`src/rtl/y86_pkg.sv`:
```
// rtl/y86_pkg.sv - shared Y86-64 pipeline constants, E register layout and forwarding helper

package y86_pkg;

   // Instruction codes
   localparam logic [3:0] IHALT   = 4'h0;
   localparam logic [3:0] INOP    = 4'h1;
   localparam logic [3:0] IRRMOVQ = 4'h2;
   localparam logic [3:0] IIRMOVQ = 4'h3;
   localparam logic [3:0] IRMMOVQ = 4'h4;
   localparam logic [3:0] IMRMOVQ = 4'h5;
   localparam logic [3:0] IOPQ    = 4'h6;
   localparam logic [3:0] IJXX    = 4'h7;
   localparam logic [3:0] ICALL   = 4'h8;
   localparam logic [3:0] IRET    = 4'h9;
   localparam logic [3:0] IPUSHQ  = 4'hA;
   localparam logic [3:0] IPOPQ   = 4'hB;

   // Register IDs with special meaning
   localparam logic [3:0] RNONE = 4'hF;
   localparam logic [3:0] RRSP  = 4'h4;

   // Pipeline status codes
   localparam logic [1:0] SAOK = 2'b00;
   localparam logic [1:0] SHLT = 2'b01;
   localparam logic [1:0] SADR = 2'b10;
   localparam logic [1:0] SINS = 2'b11;

   // Contents of the E pipeline register
   typedef struct packed {
      logic [1:0]  stat;
      logic [3:0]  icode;
      logic [3:0]  ifun;
      logic [63:0] val_c;
      logic [63:0] val_a;
      logic [63:0] val_b;
      logic [3:0]  dst_e;
      logic [3:0]  dst_m;
      logic [3:0]  src_a;
      logic [3:0]  src_b;
   } e_reg_t;

   // The nop bubble injected into E on reset or on request
   localparam e_reg_t E_BUBBLE = '{
      stat:  SAOK,
      icode: INOP,
      ifun:  4'h0,
      val_c: 64'h0,
      val_a: 64'h0,
      val_b: 64'h0,
      dst_e: RNONE,
      dst_m: RNONE,
      src_a: RNONE,
      src_b: RNONE
   };

   // Forwarding priority: youngest producer first, memory load ahead of ALU
   // result within M, load ahead of ALU result within W. An RNONE source
   // never forwards; because src != RNONE is checked first, a producer whose
   // dst is RNONE can never match either.
   function automatic logic [63:0] fwd_select(
      input logic [3:0]  src,
      input logic [3:0]  e_dst_e,
      input logic [63:0] e_val_e,
      input logic [3:0]  m_dst_m,
      input logic [63:0] m_val_m,
      input logic [3:0]  m_dst_e,
      input logic [63:0] m_val_e,
      input logic [3:0]  w_dst_m,
      input logic [63:0] w_val_m,
      input logic [3:0]  w_dst_e,
      input logic [63:0] w_val_e,
      input logic [63:0] rf_val
   );
      logic [63:0] r;
      r = rf_val;
      if (src != RNONE) begin
         if (e_dst_e == src)      r = e_val_e;
         else if (m_dst_m == src) r = m_val_m;
         else if (m_dst_e == src) r = m_val_e;
         else if (w_dst_m == src) r = w_val_m;
         else if (w_dst_e == src) r = w_val_e;
      end
      return r;
   endfunction

endpackage

```
`src/rtl/y86_regfile.sv`:
```
// rtl/y86_regfile.sv - 15 x 64-bit register file, two async reads, two writes with M priority

module y86_regfile
   import y86_pkg::*;
(
   input  logic        clk,
   input  logic        rst,
   input  logic [3:0]  rd_addr_a,
   output logic [63:0] rd_data_a,
   input  logic [3:0]  rd_addr_b,
   output logic [63:0] rd_data_b,
   input  logic [3:0]  wr_addr_e,
   input  logic [63:0] wr_data_e,
   input  logic [3:0]  wr_addr_m,
   input  logic [63:0] wr_data_m
);

   localparam int NREGS = 15;

   logic [63:0] regs_q [NREGS];
   logic [63:0] regs_d [NREGS];

   // Next register contents: E write first, M write overrides it so popq %rsp
   // leaves the popped value in %rsp. Address RNONE matches no entry.
   always_comb begin
      for (int i = 0; i < NREGS; i++) begin
         regs_d[i] = regs_q[i];
         if (wr_addr_e != RNONE && wr_addr_e == 4'(i)) regs_d[i] = wr_data_e;
         if (wr_addr_m != RNONE && wr_addr_m == 4'(i)) regs_d[i] = wr_data_m;
      end
   end

   // Register storage; reset clears everything and drops any write at that edge
   always_ff @(posedge clk or posedge rst) begin
      if (rst) begin
         for (int i = 0; i < NREGS; i++) regs_q[i] <= 64'h0;
      end else begin
         for (int i = 0; i < NREGS; i++) regs_q[i] <= regs_d[i];
      end
   end

   // Combinational read ports; RNONE reads as zero
   always_comb begin
      rd_data_a = 64'h0;
      rd_data_b = 64'h0;
      for (int i = 0; i < NREGS; i++) begin
         if (rd_addr_a == 4'(i)) rd_data_a = regs_q[i];
         if (rd_addr_b == 4'(i)) rd_data_b = regs_q[i];
      end
   end

endmodule

```
`src/rtl/decode_stage.sv`:
```
// rtl/decode_stage.sv - Y86-64 decode/writeback stage with forwarding and E pipeline register

module decode_stage
   import y86_pkg::*;
(
   input  logic        clk,
   input  logic        rst,
   input  logic [1:0]  D_stat,
   input  logic [3:0]  D_icode,
   input  logic [3:0]  D_ifun,
   input  logic [3:0]  D_rA,
   input  logic [3:0]  D_rB,
   input  logic [63:0] D_valC,
   input  logic [63:0] D_valP,
   input  logic        E_bubble,
   input  logic [3:0]  e_dstE,
   input  logic [63:0] e_valE,
   input  logic [3:0]  M_dstE,
   input  logic [63:0] M_valE,
   input  logic [3:0]  M_dstM,
   input  logic [63:0] m_valM,
   input  logic [3:0]  W_dstE,
   input  logic [63:0] W_valE,
   input  logic [3:0]  W_dstM,
   input  logic [63:0] W_valM,
   output logic [3:0]  d_srcA,
   output logic [3:0]  d_srcB,
   output logic [1:0]  E_stat,
   output logic [3:0]  E_icode,
   output logic [3:0]  E_ifun,
   output logic [63:0] E_valC,
   output logic [63:0] E_valA,
   output logic [63:0] E_valB,
   output logic [3:0]  E_dstE,
   output logic [3:0]  E_dstM,
   output logic [3:0]  E_srcA,
   output logic [3:0]  E_srcB
);

   logic [3:0]  src_a;
   logic [3:0]  src_b;
   logic [3:0]  dst_e;
   logic [3:0]  dst_m;
   logic [63:0] rf_a;
   logic [63:0] rf_b;
   logic [63:0] val_a;
   logic [63:0] val_b;
   e_reg_t      e_reg_d;
   e_reg_t      e_reg_q;

   // Register-file reads on the selected sources, writeback from W
   y86_regfile u_regfile (
      .clk       (clk),
      .rst       (rst),
      .rd_addr_a (src_a),
      .rd_data_a (rf_a),
      .rd_addr_b (src_b),
      .rd_data_b (rf_b),
      .wr_addr_e (W_dstE),
      .wr_data_e (W_valE),
      .wr_addr_m (W_dstM),
      .wr_data_m (W_valM)
   );

   // Source/destination register selection per instruction class; halt, nop
   // and undefined icodes leave everything at RNONE
   always_comb begin
      src_a = RNONE;
      src_b = RNONE;
      dst_e = RNONE;
      dst_m = RNONE;
      case (D_icode)
         IRRMOVQ: begin
            src_a = D_rA;
            dst_e = D_rB;
         end
         IIRMOVQ: begin
            dst_e = D_rB;
         end
         IRMMOVQ: begin
            src_a = D_rA;
            src_b = D_rB;
         end
         IMRMOVQ: begin
            src_b = D_rB;
            dst_m = D_rA;
         end
         IOPQ: begin
            src_a = D_rA;
            src_b = D_rB;
            dst_e = D_rB;
         end
         ICALL: begin
            src_b = RRSP;
            dst_e = RRSP;
         end
         IRET: begin
            src_a = RRSP;
            src_b = RRSP;
            dst_e = RRSP;
         end
         IPUSHQ: begin
            src_a = D_rA;
            src_b = RRSP;
            dst_e = RRSP;
         end
         IPOPQ: begin
            src_a = RRSP;
            src_b = RRSP;
            dst_e = RRSP;
            dst_m = D_rA;
         end
         default: ;
      endcase
   end

   assign d_srcA = src_a;
   assign d_srcB = src_b;

   // Operand values: call and jXX carry the return/fall-through PC in valA,
   // everything else takes the forwarded or register-file value
   always_comb begin
      val_b = fwd_select(src_b, e_dstE, e_valE, M_dstM, m_valM, M_dstE, M_valE,
                         W_dstM, W_valM, W_dstE, W_valE, rf_b);
      if (D_icode == ICALL || D_icode == IJXX) begin
         val_a = D_valP;
      end else begin
         val_a = fwd_select(src_a, e_dstE, e_valE, M_dstM, m_valM, M_dstE, M_valE,
                            W_dstM, W_valM, W_dstE, W_valE, rf_a);
      end
   end

   // Next E register contents: either the decoded instruction or a nop bubble
   always_comb begin
      e_reg_d       = E_BUBBLE;
      if (!E_bubble) begin
         e_reg_d.stat  = D_stat;
         e_reg_d.icode = D_icode;
         e_reg_d.ifun  = D_ifun;
         e_reg_d.val_c = D_valC;
         e_reg_d.val_a = val_a;
         e_reg_d.val_b = val_b;
         e_reg_d.dst_e = dst_e;
         e_reg_d.dst_m = dst_m;
         e_reg_d.src_a = src_a;
         e_reg_d.src_b = src_b;
      end
   end

   // E pipeline register; execute never stalls so it loads every edge
   always_ff @(posedge clk or posedge rst) begin
      if (rst) e_reg_q <= E_BUBBLE;
      else     e_reg_q <= e_reg_d;
   end

   assign E_stat  = e_reg_q.stat;
   assign E_icode = e_reg_q.icode;
   assign E_ifun  = e_reg_q.ifun;
   assign E_valC  = e_reg_q.val_c;
   assign E_valA  = e_reg_q.val_a;
   assign E_valB  = e_reg_q.val_b;
   assign E_dstE  = e_reg_q.dst_e;
   assign E_dstM  = e_reg_q.dst_m;
   assign E_srcA  = e_reg_q.src_a;
   assign E_srcB  = e_reg_q.src_b;

endmodule

```
`config.mk`:
```
export PLATFORM = sky130hd
export DESIGN_NAME = decode_stage
export DESIGN_NICKNAME = d
export VERILOG_FILES = /design/src/rtl/y86_pkg.sv /design/src/rtl/y86_regfile.sv /design/src/rtl/decode_stage.sv
export SDC_FILE = /design/constraint.sdc
export NUM_CORES = 2
export LEC_CHECK = 0
export ABC_AREA = 1
export CELL_PAD_IN_SITES_DETAIL_PLACEMENT = 0
export CELL_PAD_IN_SITES_GLOBAL_PLACEMENT = 1
export CORE_MARGIN = 4
export CORE_UTILIZATION = 25
export DETAILED_ROUTE_END_ITERATION = 10
export DONT_BUFFER_PORTS = 1
export PLACE_DENSITY = 0.58
export SLEW_MARGIN = 20
export SYNTH_ARGS = -nofsm -noshare
export SYNTH_HDL_FRONTEND = slang
export SYNTH_SLANG_ARGS = --single-unit
```
`constraint.sdc`:
```
create_clock -name clk -period 86.3 [get_ports clk]
set_input_delay 8.63 -clock clk [delete_from_list [all_inputs] [get_ports clk]]
set_output_delay 8.63 -clock clk [all_outputs]
set_load 0.01 [all_outputs]
```
After elaboration in Yosys (flattened, before gate mapping)
Index checks and enable logic that the tools add are counted.

Register bits: 1178. Word-level logic and storage cells: 239.

Equal/unequal tests: 80. Muxes and demuxes: 78. Reduce and logical (&&, ||, !) cells: 56.

Operators by type and width (count): $mux W64 (73); $mux W218 (1); $eq A4 B4 Y1 const B (32); $eq A4 B3 Y1 const B (20); $eq A4 B2 Y1 const B (10); $eq A4 B4 Y1 (10); $logic_and A1 B1 Y1 (30); $reduce_bool A2 Y1 (15); $pmux W4 S2 (3); $eq A4 B1 Y1 const B (4); $logic_not A4 Y1 (4); $ne A4 B4 Y1 const B (4); $reduce_or A4 Y1 (2); $reduce_or A3 Y1 (2); $mux W4 (1); $reduce_or A2 Y1 (2); $logic_or A1 B1 Y1 (1).

Logic depth before layout (Yosys ltp)
Word-level depth: 27. Depth in mapped cells: 28.

Hierarchy
From an unflattened synthesis, not the netlist that was laid out.

Cell total of the unflattened synthesis: 11635. Area, all modules: 76278.2 µm².

Modules (own cells, without submodules): y86_regfile (times used 1, cells an instance 8636, area each 58041.9 µm², seq. area each 24023.0 µm²); decode_stage (times used 1, cells an instance 2999, area each 18236.2 µm², seq. area each 5476.5 µm²).

Least setup slack after synthesis
OpenSTA, ideal clock, no wires.

Path kind: input port to output port. Start: input D_icode[3]. End: output d_srcA[1]. Arrival time: 9.314 ns. Setup slack: 68.356 ns. Stages on the path: 7. Buffers on the path: 1. Cells stage by stage: inv_2 nand2_4 nand2_4 nand3_4 nand2_2 buf_6 inv_6.

Cells in the longest elaborated chain, start to end: 3.

RTL lines: start: declaration (RTL line decode_stage.sv:9) `input logic [3:0] D_icode,`; $eq A4 B4 Y1 (tied with other cells) (RTL line decode_stage.sv:72) `case (D_icode)`; $reduce_or A4 Y1 (no source line) or $reduce_or A2 Y1 (tied branches); $pmux W4 S2 (*) (RTL line decode_stage.sv:72); end: declaration (RTL line decode_stage.sv:26) `output logic [3:0] d_srcA,`.

Mark *: on every way between the ends. The rest lies on a longest branch, timed or not.

Final worst setup path
Ends and elaborated chain as after synthesis.

==> flow_summary.ini <==
[cells_and_area]
syn2layout_area_growth_pct = 10.8
layout-drive-gt1-share_pct = 6.02
finalNetCount = 11400

[logic_synthesis]
synth_cells = 11500
ys_seq_area_share_pct = 39.1
syn_area_per_cell_um2 = 6.56
synth_cell_types = 46
synth_edf_count = 0
synth-seq-cells = 1178
syn_nets = 12000
async_flop_share_pct = 100
yosysWarnings = 0
netlist_area_mm2 = 0.0754
synthFlopType = dfrtp_1

[job]
max_cap_viol_count = 0

[power_and_ir_drop]
p_leak_nw = 38.0
p_comb_share_pct = 20.3
power_density_mw_per_mm2 = 20.7
seqPwrFrac_pct = 41.9
switching_share_pct = 34.8
internal_power_mw = 1.13
clkPwrFrac_pct = 37.8
p_total_mw = 1.73
ir_drop_uv = 14.1
p_sw_mw = 0.602

[grt]
grt_start_max_net_pins = 139
grt_pass1_wl_mm = 598
grt_use_total_pct = 26.6
overflow = 0
grt_pass1_vias = 77800
antenna_found_initial = 23

[floorplanning]
chipWidth_um = 557
top_level_ports = 715
rows = 201
die_h_um = 557
start_util_pct = 25.1
die_area_mm2 = 0.311
core_area_mm2 = 0.300

[place]
port_buffers = 0
gp_congestion = 0.932
dp.final_hpwl_mm = 289

[timing]
tightest_slew_ns = 1.27
rsz0062_at_grt = false
finalCritPeriodShare_pct = 21.0
clock_skew_ns = 0.0549
clock.fmax_mhz = 55.1
tns_ns = 0
fin_crit_ns = 18.13
slew_headroom_pct = 15.5
finalSetupViolCount = 0
maxSlewViolCount = 0
hold_viol_final = 0

[worst_setup_path]
critical_path_arrival_ns = 9.50
critPathKind = in -> out
path_max_fanout = 11
cp-end-kind = output port
cp_data_required_time_ns = 77.67
cp-start-kind = primary input

[clocking]
clk_latency_ns = 0.86
cts_hold_buf = 0
numCtsBuffers = 152
tritoncts = built
cts_root_buf = clkbuf_16
post_cts_buffers = 0
clock_sinks = 1178
clockBufferDepth = 4
post_cts_resized = 0
htree_levels = 4
path_clk_slew_ns = 0.05

[routing]
routed_via_density = 5.45
drt-total-wl_mm = 433
drt_iter0_markers = 10500
drtAntennaViolNets = 0
firstDrtPassIters = 8
wl_per_cell_um = 28.8
vias = 81900
route.detailed.drc = 0

[hold_path]
hp-class = reg -> reg

[status]
status = completed
stage by stage:
| step | instances | utilization, % | area (um^2) | worst slack (ns) | hold slack [ns] |
|---|---|---|---|---|---|
| floorplan | 11500 | - | 75400 | 44.52 | 0.470 |
| global placement | 14700 | 26.2 | 78600 | 68.14 | 0.485 |
| detailed placement | 14700 | 26.2 | 78600 | 68.17 | 0.490 |
| CTS | 15000 | 27.8 | 83400 | 68.17 | 0.506 |
| global route | 15000 | 27.8 | 83500 | 68.09 | 0.519 |
| finish | 15000 | 27.9 | 83600 | 68.17 | 0.505 |
kinds of logic after synthesis:
group | after synthesis | synth area share [%]
and+or+nand+nor | 4117 | 22.7
AOI/OAI and AO/OA | 3577 | 24.6
buffers and inverters | 2599 | 13.4
DFF | 1178 | 39.1
xor gates and xnor gates | 23 | 0.267
worst max-delay path, stage by stage:
cell and delay (ns):
inv_2 0.04, nor2_2 0.19, nand2_2 0.18, nand2_2 0.35
inv_6 0.10
cells in the mapped netlist (7+ instances only):
library cell | number | area (um^2)
clkbuf_1 | 739 | 2770
dfstp_2 | 17 | 447
o311ai_0 | 7 | 61.3
o2111ai_1 | 8 | 70.1
nor3_1 | 46 | 230
nand3b_1 | 16 | 120
nor2_2 | 15 | 93.8
clkinv_1 | 18 | 67.6
nand2_4 | 15 | 169
o211ai_1 | 51 | 383
buf_4 | 26 | 195
nor2_1 | 733 | 2750
buf_2 | 102 | 510
dfrtp_1 | 1161 | 29100
nand3_1 | 347 | 1740
a21oi_2 | 8 | 70.1
buf_6 | 15 | 169
xor2_1 | 23 | 201
inv_1 | 1620 | 6080
o211ai_2 | 7 | 87.6
buf_1 | 37 | 139
nand2_1 | 2628 | 9860
nand4_1 | 274 | 1710
o221ai_1 | 61 | 534
nor2_4 | 10 | 113
or2_2 | 8 | 50.1
nand2_2 | 15 | 93.8
inv_2 | 39 | 146
o21ai_1 | 90 | 450
o21ai_0 | 2593 | 13000
o22ai_1 | 74 | 463
a21oi_1 | 668 | 3340
sequential cells by signal, summed over array words and instances, names as in the netlist:
register	count
E_ifun	4
E_valB	64
E_srcB	4
E_srcA	4
E_valA	64
E_dstE	4
E_icode	4
E_valC	64
u_regfile.regs_q	960
E_dstM	4
E_stat	2
path summary, 6_finish.rpt:
kind                                              startpoint                                 to  slack (ns)  cells after the start
hold / removal             u_regfile.regs_q[176]$_DFFE_PP0P_  u_regfile.regs_q[176]$_DFFE_PP0P_        0.50                      2
setup / recovery                                  D_icode[3]                          d_srcA[1]       68.17                      5
setup reg to reg           u_regfile.regs_q[852]$_DFFE_PP0P_               E_valB[20]$_DFF_PP0_       83.54                     14
hold reg to reg            u_regfile.regs_q[176]$_DFFE_PP0P_  u_regfile.regs_q[176]$_DFFE_PP0P_        0.50                      2
min in group asynchronous                                rst  u_regfile.regs_q[867]$_DFFE_PP0P_        7.76                      1
max in group asynchronous                                rst   u_regfile.regs_q[13]$_DFFE_PP0P_       74.41                      5
power by group through the flow:
stage	logic (mW)	clock network [mW]	registers (mW)
after floorplan	0.231	0	0.718
after global placement	0.338	0	0.730
after detailed placement	0.345	0	0.732
after CTS	0.347	0.661	0.723
after global routing	0.391	0.682	0.735
final	0.351	0.654	0.725
area by class of cell:
| class | instances | area [um^2] |
|---|---|---|
| timing repair buffer | 210 | 1660 |
| fill | 32900 | 216000 |
| sequential | 1178 | 29500 |
| clock buffer | 229 | 4530 |
| tap | 3958 | 4950 |
| clock inverter | 32 | 293 |
| inverter | 1679 | 6360 |
| multi-input combinational | 7717 | 36200 |
| antenna | 24 | 60.1 |
cells in the final DEF (no fill, tap or decap), types with 4 or more instances in the layout:
cell / n
nand2_1: 2615
o21ai_0: 2593
inv_1: 1597
dfrtp_1: 1161
nor2_1: 703
a21oi_1: 668
nand3_1: 345
nand4_1: 274
buf_4: 204
clkbuf_16: 156
o21ai_1: 90
o22ai_1: 74
o221ai_1: 61
inv_2: 51
o211ai_1: 51
nor3_1: 46
nor2_4: 38
clkbuf_1: 38
clkbuf_8: 35
clkinv_2: 27
diode_2: 24
nand2_4: 24
xor2_1: 23
nand2_2: 19
dfstp_2: 17
nor2_2: 17
nand3b_1: 16
inv_4: 15
a21oi_2: 8
or2_2: 8
o311ai_0: 7
clkinv_1: 7
o211ai_2: 7
nand3_4: 5
o2111ai_1: 5
bufinv_16: 4
clkinvlp_4: 4
per-layer routing:
layer  share of wire, %  track usage [%]  vias up  routed length, um
li1                   -                -    35900                  -
met1                 40             34.1    40200             172000
met2                 45             41.2     4760             193000
met3                9.6             6.26      973              41500
met4                6.2             14.8        2              27100
met5             0.0032                0        -                 14
No activity file was read; power rests on OpenSTA's default activity.
